File: src/rtl/loom_dpi_pkg.sv
// Shared types and header layout for the DPI-C call bridge.
// Used by dpi_call_bridge and dpi_arg_serializer.
package loom_dpi_pkg;

  typedef enum logic [2:0] {
    StIdle,
    StSendHdr,
    StSendArg,
    StWaitResp,
    StReturn
  } state_e;

  localparam int unsigned SeqW = 8;

  localparam int unsigned HdrFidLsb = 16;
  localparam int unsigned HdrFidW   = 16;
  localparam int unsigned HdrSeqLsb = 8;
  localparam int unsigned HdrSeqW   = 8;
  localparam int unsigned HdrCntLsb = 0;
  localparam int unsigned HdrCntW   = 8;

  localparam logic [31:0] TimeoutErrVal = 32'h0;

  function automatic logic [31:0] make_header(input logic [HdrFidW-1:0] fid,
                                              input logic [HdrSeqW-1:0] seq,
                                              input logic [HdrCntW-1:0] cnt);
    logic [31:0] hdr;
    hdr = '0;
    hdr[HdrFidLsb +: HdrFidW] = fid;
    hdr[HdrSeqLsb +: HdrSeqW] = seq;
    hdr[HdrCntLsb +: HdrCntW] = cnt;
    return hdr;
  endfunction

endpackage

File: src/rtl/dpi_arg_serializer.sv
// Holds a captured call and streams it as header + argument words on a
// valid/ready channel; outputs are registered and held while stalled.
module dpi_arg_serializer
  import loom_dpi_pkg::*;
#(
  parameter int unsigned NArgs = 4
) (
  input  logic                  clk,
  input  logic                  rst,
  input  logic                  load,
  input  logic [HdrFidW-1:0]    func_id,
  input  logic [SeqW-1:0]       seq,
  input  logic [3:0]            cnt,
  input  logic [32*NArgs-1:0]   args,
  input  logic                  tx_ready,
  output logic                  tx_valid,
  output logic [31:0]           tx_data,
  output logic                  tx_last,
  output logic                  hs
);

  logic [32*NArgs-1:0] args_q;
  logic [3:0]          idx_q;
  logic [3:0]          cnt_q;
  logic                tx_valid_q;
  logic                tx_last_q;
  logic [31:0]         tx_data_q;

  assign hs = tx_valid_q & tx_ready;

  // Arguments leave through the low word of a shift buffer; idx_q counts
  // how many have been presented so the final one can be flagged.
  always_ff @(posedge clk or posedge rst) begin
    if (rst) begin
      args_q     <= '0;
      idx_q      <= '0;
      cnt_q      <= '0;
      tx_valid_q <= 1'b0;
      tx_last_q  <= 1'b0;
      tx_data_q  <= '0;
    end else if (load) begin
      args_q     <= args;
      idx_q      <= '0;
      cnt_q      <= cnt;
      tx_valid_q <= 1'b1;
      tx_last_q  <= (cnt == 4'd0);
      tx_data_q  <= make_header(func_id, seq, {4'h0, cnt});
    end else if (hs) begin
      if (tx_last_q) begin
        tx_valid_q <= 1'b0;
        tx_last_q  <= 1'b0;
        tx_data_q  <= '0;
      end else begin
        tx_data_q <= args_q[31:0];
        args_q    <= args_q >> 32;
        tx_last_q <= ((idx_q + 4'd1) == cnt_q);
        idx_q     <= idx_q + 4'd1;
      end
    end
  end

  assign tx_valid = tx_valid_q;
  assign tx_data  = tx_data_q;
  assign tx_last  = tx_last_q;

endmodule

File: src/rtl/dpi_call_bridge.sv
// Freezes the design around one DPI-C call, ships it to the host and returns
// the result. Define LOOM_DPI_TIMEOUT_EN to add the response timeout.
module dpi_call_bridge
  import loom_dpi_pkg::*;
#(
  parameter int unsigned N_ARGS_MAX     = 4,
  parameter int unsigned FUNC_ID_W      = 8,
  parameter int unsigned TIMEOUT_CYCLES = 1024
) (
  input  logic                    clk_i,
  input  logic                    rst_i,
  input  logic                    call_valid_i,
  output logic                    call_ready_o,
  input  logic [FUNC_ID_W-1:0]    call_func_id_i,
  input  logic [3:0]              call_nargs_i,
  input  logic [32*N_ARGS_MAX-1:0] call_args_i,
  output logic                    ret_valid_o,
  output logic [31:0]             ret_data_o,
  output logic                    ret_err_o,
  output logic                    design_en_o,
  output logic                    tx_valid_o,
  input  logic                    tx_ready_i,
  output logic [31:0]             tx_data_o,
  output logic                    tx_last_o,
  input  logic                    rx_valid_i,
  output logic                    rx_ready_o,
  input  logic [31:0]             rx_data_i,
  output logic [31:0]             n_calls_o
);

  if (N_ARGS_MAX < 1 || N_ARGS_MAX > 15) begin : g_bad_nargs
    $error("N_ARGS_MAX must be in 1..15");
  end
  if (FUNC_ID_W < 1 || FUNC_ID_W > 16) begin : g_bad_fid
    $error("FUNC_ID_W must be in 1..16");
  end
  if (TIMEOUT_CYCLES < 1) begin : g_bad_tmo
    $error("TIMEOUT_CYCLES must be at least 1");
  end

  localparam logic [3:0] NArgsMax = 4'(N_ARGS_MAX);

  state_e           state_q, state_d;
  logic             call_ready_q, call_ready_d;
  logic             design_en_q, design_en_d;
  logic             rx_ready_q, rx_ready_d;
  logic             ret_valid_q, ret_valid_d;
  logic [31:0]      ret_data_q, ret_data_d;
  logic [SeqW-1:0]  seq_q, seq_d;
  logic [31:0]      n_calls_q, n_calls_d;
  logic             load;
  logic [3:0]       nargs_eff;
  logic [HdrFidW-1:0] fid_ext;
  logic             tx_hs;
  logic             tx_last;

`ifdef LOOM_DPI_TIMEOUT_EN
  logic             ret_err_q, ret_err_d;
  logic [31:0]      tmo_q, tmo_d;
`endif

  assign nargs_eff = (call_nargs_i > NArgsMax) ? NArgsMax : call_nargs_i;

  always_comb begin
    fid_ext = '0;
    fid_ext[FUNC_ID_W-1:0] = call_func_id_i;
  end

  dpi_arg_serializer #(
    .NArgs (N_ARGS_MAX)
  ) u_ser (
    .clk      (clk_i),
    .rst      (rst_i),
    .load     (load),
    .func_id  (fid_ext),
    .seq      (seq_q),
    .cnt      (nargs_eff),
    .args     (call_args_i),
    .tx_ready (tx_ready_i),
    .tx_valid (tx_valid_o),
    .tx_data  (tx_data_o),
    .tx_last  (tx_last),
    .hs       (tx_hs)
  );

  assign tx_last_o = tx_last;

  always_comb begin
    state_d    = state_q;
    ret_data_d = ret_data_q;
    seq_d      = seq_q;
    n_calls_d  = n_calls_q;
    load       = 1'b0;
`ifdef LOOM_DPI_TIMEOUT_EN
    ret_err_d  = ret_err_q;
    tmo_d      = (state_q == StWaitResp) ? tmo_q + 32'd1 : '0;
`endif

    unique case (state_q)
      StIdle: begin
        if (call_valid_i && call_ready_q) begin
          load    = 1'b1;
          state_d = StSendHdr;
`ifdef LOOM_DPI_TIMEOUT_EN
          ret_err_d = 1'b0;
`endif
        end
      end
      StSendHdr: begin
        if (tx_hs) state_d = tx_last ? StWaitResp : StSendArg;
      end
      StSendArg: begin
        if (tx_hs && tx_last) state_d = StWaitResp;
      end
      StWaitResp: begin
        // A response in the expiry cycle takes priority over the timeout.
        if (rx_valid_i && rx_ready_q) begin
          ret_data_d = rx_data_i;
          state_d    = StReturn;
`ifdef LOOM_DPI_TIMEOUT_EN
          ret_err_d  = 1'b0;
        end else if (tmo_q == TIMEOUT_CYCLES - 1) begin
          ret_data_d = TimeoutErrVal;
          ret_err_d  = 1'b1;
          state_d    = StReturn;
`endif
        end
      end
      StReturn: begin
        state_d   = StIdle;
        seq_d     = seq_q + 8'd1;
        n_calls_d = n_calls_q + 32'd1;
      end
      default: state_d = StIdle;
    endcase

    call_ready_d = (state_d == StIdle);
    design_en_d  = (state_d == StIdle);
    rx_ready_d   = (state_d == StWaitResp);
    ret_valid_d  = (state_d == StReturn);
  end

  always_ff @(posedge clk_i or posedge rst_i) begin
    if (rst_i) begin
      state_q      <= StIdle;
      call_ready_q <= 1'b1;
      design_en_q  <= 1'b1;
      rx_ready_q   <= 1'b0;
      ret_valid_q  <= 1'b0;
      ret_data_q   <= '0;
      seq_q        <= '0;
      n_calls_q    <= '0;
    end else begin
      state_q      <= state_d;
      call_ready_q <= call_ready_d;
      design_en_q  <= design_en_d;
      rx_ready_q   <= rx_ready_d;
      ret_valid_q  <= ret_valid_d;
      ret_data_q   <= ret_data_d;
      seq_q        <= seq_d;
      n_calls_q    <= n_calls_d;
    end
  end

`ifdef LOOM_DPI_TIMEOUT_EN
  always_ff @(posedge clk_i or posedge rst_i) begin
    if (rst_i) begin
      ret_err_q <= 1'b0;
      tmo_q     <= '0;
    end else begin
      ret_err_q <= ret_err_d;
      tmo_q     <= tmo_d;
    end
  end
  assign ret_err_o = ret_err_q;
`else
  assign ret_err_o = 1'b0;
`endif

  assign call_ready_o = call_ready_q;
  assign design_en_o  = design_en_q;
  assign rx_ready_o   = rx_ready_q;
  assign ret_valid_o  = ret_valid_q;
  assign ret_data_o   = ret_data_q;
  assign n_calls_o    = n_calls_q;

endmodule

File: config.mk
export PLATFORM = sky130hd
export DESIGN_NAME = dpi_call_bridge
export DESIGN_NICKNAME = d
export VERILOG_FILES = /design/src/rtl/loom_dpi_pkg.sv /design/src/rtl/dpi_arg_serializer.sv /design/src/rtl/dpi_call_bridge.sv
export SDC_FILE = /design/constraint.sdc
export NUM_CORES = 1
export LEC_CHECK = 0
export CORE_AREA = 2 2 151 153
export DETAILED_ROUTE_END_ITERATION = 10
export DIE_AREA = 0 0 153 155
export HOLD_SLACK_MARGIN = 0.06
export PLACE_DENSITY = 0.81
export SETUP_SLACK_MARGIN = 0.2
export SYNTH_ARGS = -nofsm -noshare
export SYNTH_HDL_FRONTEND = slang
export SYNTH_SLANG_ARGS = --single-unit
File: constraint.sdc
create_clock -name clk_i -period 14.2 [get_ports clk_i]
set_input_delay 3.55 -clock clk_i [delete_from_list [all_inputs] [get_ports clk_i]]
set_output_delay 3.55 -clock clk_i [all_outputs]
set_load 0.01 [all_outputs]
==> flow_summary.yaml <==
pwr:
  leakage_nw: 6.51
  switching_share: 0.204
  pwr-share-seq: 0.493
  cellInternalPower_mw: 1.14
  clock_power_share: 0.461
  power_frac_comb: 0.046
  power.total_mw: 1.43
  peakVddDrop_v: 0.0000813
  p_sw_uw: 292
  power_density_nw_per_um2: 99.2
routing:
  via_per_inst: 5.32
  drtIter0Drc: 621
  wl_mm: 27.0
  dr.pass1.iters: 5
  via_count: 8746
  antenna_left: 0
  routedWlPerCell_microns: 16.4
  drcViolationCount: 0
timing:
  final.setup.tns_ns: 0
  grt_setup_unrepaired: "no"
  setup_slack_ns: 8.24
  period_share: 0.419
  hold_viol: 0
  finalMaxSlewViolations: 0
  fmax_ghz: 0.168
  setup_viol: 0
  relSlewSlack: 0.197
  period_minus_slack_ns: 5.96
  fin_worst_skew_ns: 0.0166
  tightest_slew_ns: 1.20
synthesis:
  synth-compound-area-share: 0.0922
  synthSimpleGateAreaFrac: 0.215
  synth-edff-count: 0
  synth.avg_cell_area_sq_um: 9.88
  seq_area_frac_synth: 0.570
  syn_inst: 1102
  synth_mux_area_frac: 0.0352
  synth_area_sq_um: 10900
  synth_top_family_by_area: "simple AND/OR/NAND/NOR gates"
  dominantRegCellSynth: "dfrtp_1"
  synth_xor_area_frac: 0.0370
  yosysWarningCount: 0
  ys_seq_elements: 248
  syn_nets: 1282
  synth-async-reset-ratio: 1.00
  synth_fa_ha_area_frac: 0.00345
  synth_cell_type_count: 45
clock_network:
  clk_path_buf_depth: 3
  h-tree-depth: 1
  cts_hold_buf: 0
  cts_made_buffers: 26
  clockRootBuffer: "clkbuf_16"
  cts_resized: 0
  clock_latency_ns: 0.53
  cts_tree: "done"
  path_clk_slew_ns: 0.06
  cts.sinks: 248
  post_cts_buffers: 0
worst_hold_path:
  hold_class: "flop to flop"
  hold_start: "seq_q[7]$_DFFE_PP0N_"
  hold_depth: 1
  hold_end: "seq_q[7]$_DFFE_PP0N_"
setup_path:
  crit_buf_inv: 2
  crit_path_cell_trace: "clkdlybuf4s50_1 -> nand2_1 -> or3_4 -> buf_4 -> nor2_1 -> a31oi_1"
  ff2ff_path_depth: 5
  critPathCaptureType: "flop"
  crit_arrival_ns: 6.40
  crit_fanout: 116
  path_class: "input pin to flop"
  r2r_setup_slack_ns: 11.02
  cpLargestDelayFamily: "buffers and inverters"
  max_stage_delay_ns: 0.95
  r2r_end: "u_ser.args_q[93]$_DFFE_PP0P_"
  r2r-start: "state_q[1]$_DFF_PP0_"
  cp_slowest_cell: "buf_4"
  start_kind: "input pin"
  worstPathRequired_ns: 14.64
cells_and_area:
  nFillCells: 1791
  fin_cells: 1644
  final_common_cell: "nand2_1"
  nets: 1519
  final_layout_size_suffix_gt1_frac: 0.0670
  area_growth_pct: 32.8
  mostFrequentLayoutCells: "nand2_1, clkdlybuf4s50_1, dfrtp_1"
global_route:
  grt_max_degree: 117
  grt_pass1_wl_mm: 43.8
  gr-total-overflow: 0
  grt.total_usage: 0.223
  grt-busiest-layer: "met2"
  global_route.usage.met2: 0.374
  antenna_found_initial: 1
  first_global_vias: 8587
  grt_util_met3: 0.0546
  grt_use_met1: 0.298
placement:
  placedCellCount: 1596
  place_ws_ns: 7.74
  gp_congestion: 0.841
  dp_hpwl_mm: 18.6
  port_buffers: 278
floorplan:
  die_w_microns: 153
  die-area_sq_um: 23700
  io_pins: 280
  initial_utilization: 0.490
  core-area_sq_um: 22200
  chipHeight_microns: 155
  row_count: 55
status:
  outcome: "completed"
job:
  maxCapViolations: 0
-- worst max-delay path by stage --
stage / slack, ns / cells after the start / endpoint / from
floorplan: 3.84 / 1 / n_calls_o[0]$_DFFE_PP0N_ / rst_i
global placement: 7.81 / 6 / u_ser.cnt_q[0]$_DFFE_PP0P_ / call_valid_i
detailed placement: 7.74 / 6 / u_ser.cnt_q[1]$_DFFE_PP0P_ / call_valid_i
CTS: 8.28 / 6 / u_ser.cnt_q[1]$_DFFE_PP0P_ / call_valid_i
global route: 7.99 / 6 / u_ser.args_q[93]$_DFFE_PP0P_ / call_valid_i
finish: 8.24 / 6 / u_ser.args_q[93]$_DFFE_PP0P_ / call_valid_i
-- cell families (layout without fill, tap and decap cells) --
| logic type | Yosys count | in the layout |
|---|---|---|
| AND/OR/NAND/NOR | 528 | 528 |
| flip-flops | 248 | 248 |
| AO/OA/AOI/OAI | 161 | 161 |
| buffers and inverters | 81 | 337 |
| XOR/XNOR | 46 | 46 |
| multiplexers | 34 | 34 |
| adder cells (fa/ha/maj) | 3 | 3 |
| other | 1 | 2 |
-- power by group through the flow --
stage | logic [mW] | clock network [mW] | registers [mW]
after floorplan | 0.0109 | 0 | 0.720
after global placement | 0.0668 | 0 | 0.720
after detailed placement | 0.0667 | 0 | 0.720
after CTS | 0.0671 | 0.673 | 0.707
after global routing | 0.0713 | 0.703 | 0.706
final | 0.0656 | 0.662 | 0.707
-- flip-flops by register name (all words and copies together) (netlist names) --
signal          flops
design_en_o         1
n_calls_o          32
ret_data_o         32
ret_valid_o         1
rx_ready_o          1
seq_q               8
state_q             3
u_ser.args_q      128
u_ser.cnt_q         4
u_ser.idx_q         4
u_ser.tx_data      32
u_ser.tx_last       1
u_ser.tx_valid      1
-- cell usage after synthesis, types with 2 or more instances --
cell / n / area, sq um
clkbuf_1: 34 / 128
a31oi_1: 99 / 619
nand3b_1: 2 / 15.0
buf_6: 23 / 259
and4_1: 6 / 52.6
nand2_1: 294 / 1100
nor2_1: 106 / 398
or2_1: 2 / 12.5
and2_1: 3 / 18.8
nand3_1: 46 / 230
buf_4: 2 / 15.0
dfrtp_1: 247 / 6180
buf_1: 2 / 7.51
nor3_1: 8 / 40.0
mux2_2: 34 / 383
xor2_1: 22 / 193
ha_1: 3 / 37.5
nor3b_1: 21 / 158
a21oi_1: 24 / 120
nor2b_1: 3 / 18.8
or3_1: 4 / 25.0
o21ai_0: 18 / 90.1
o2bb2ai_1: 2 / 17.5
nand4_1: 11 / 68.8
xnor2_1: 24 / 210
inv_1: 3 / 11.3
and3_1: 6 / 37.5
nor4_1: 6 / 37.5
a22o_1: 15 / 131
buf_2: 17 / 85.1
-- area by class of cell --
| cell class | instances | area [sq um] | share of cell area |
|---|---|---|---|
| Sequential cell | 248 | 6210 | 0.429 |
| Multi-Input combinational cell | 773 | 4190 | 0.290 |
| Timing Repair Buffer | 287 | 2850 | 0.197 |
| Clock buffer | 41 | 778 | 0.0538 |
| Tap cell | 285 | 357 | 0.0247 |
| Clock inverter | 6 | 57.6 | 0.00398 |
| Inverter | 3 | 18.8 | 0.00130 |
| Antenna cell | 1 | 2.50 | 0.000173 |
-- worst reg2reg max path: stages, from the launching register on --
cell and delay, ns:
dfrtp_1 0.64, or2_1 0.23, or3_4 0.85, buf_4 1.02, nor2_1 0.18, a31oi_1 0.19
-- per-stage QoR --
stage,hold slack (ns),util,instance area (sq um)
floorplan,0.445,-,10900
global placement,0.462,0.613,13600
global route,0.508,0.650,14500
finish,0.475,0.650,14500
CTS,0.475,0.650,14500
detailed placement,0.463,0.613,13600
-- metal layers --
layer  routed length [microns]  vias up
met5                         0        -
met3                      2090       25
li1                          -     4229
met1                     11400     4173
met4                       407        0
met2                     13100      319
(Power assumes the default switching activity.)
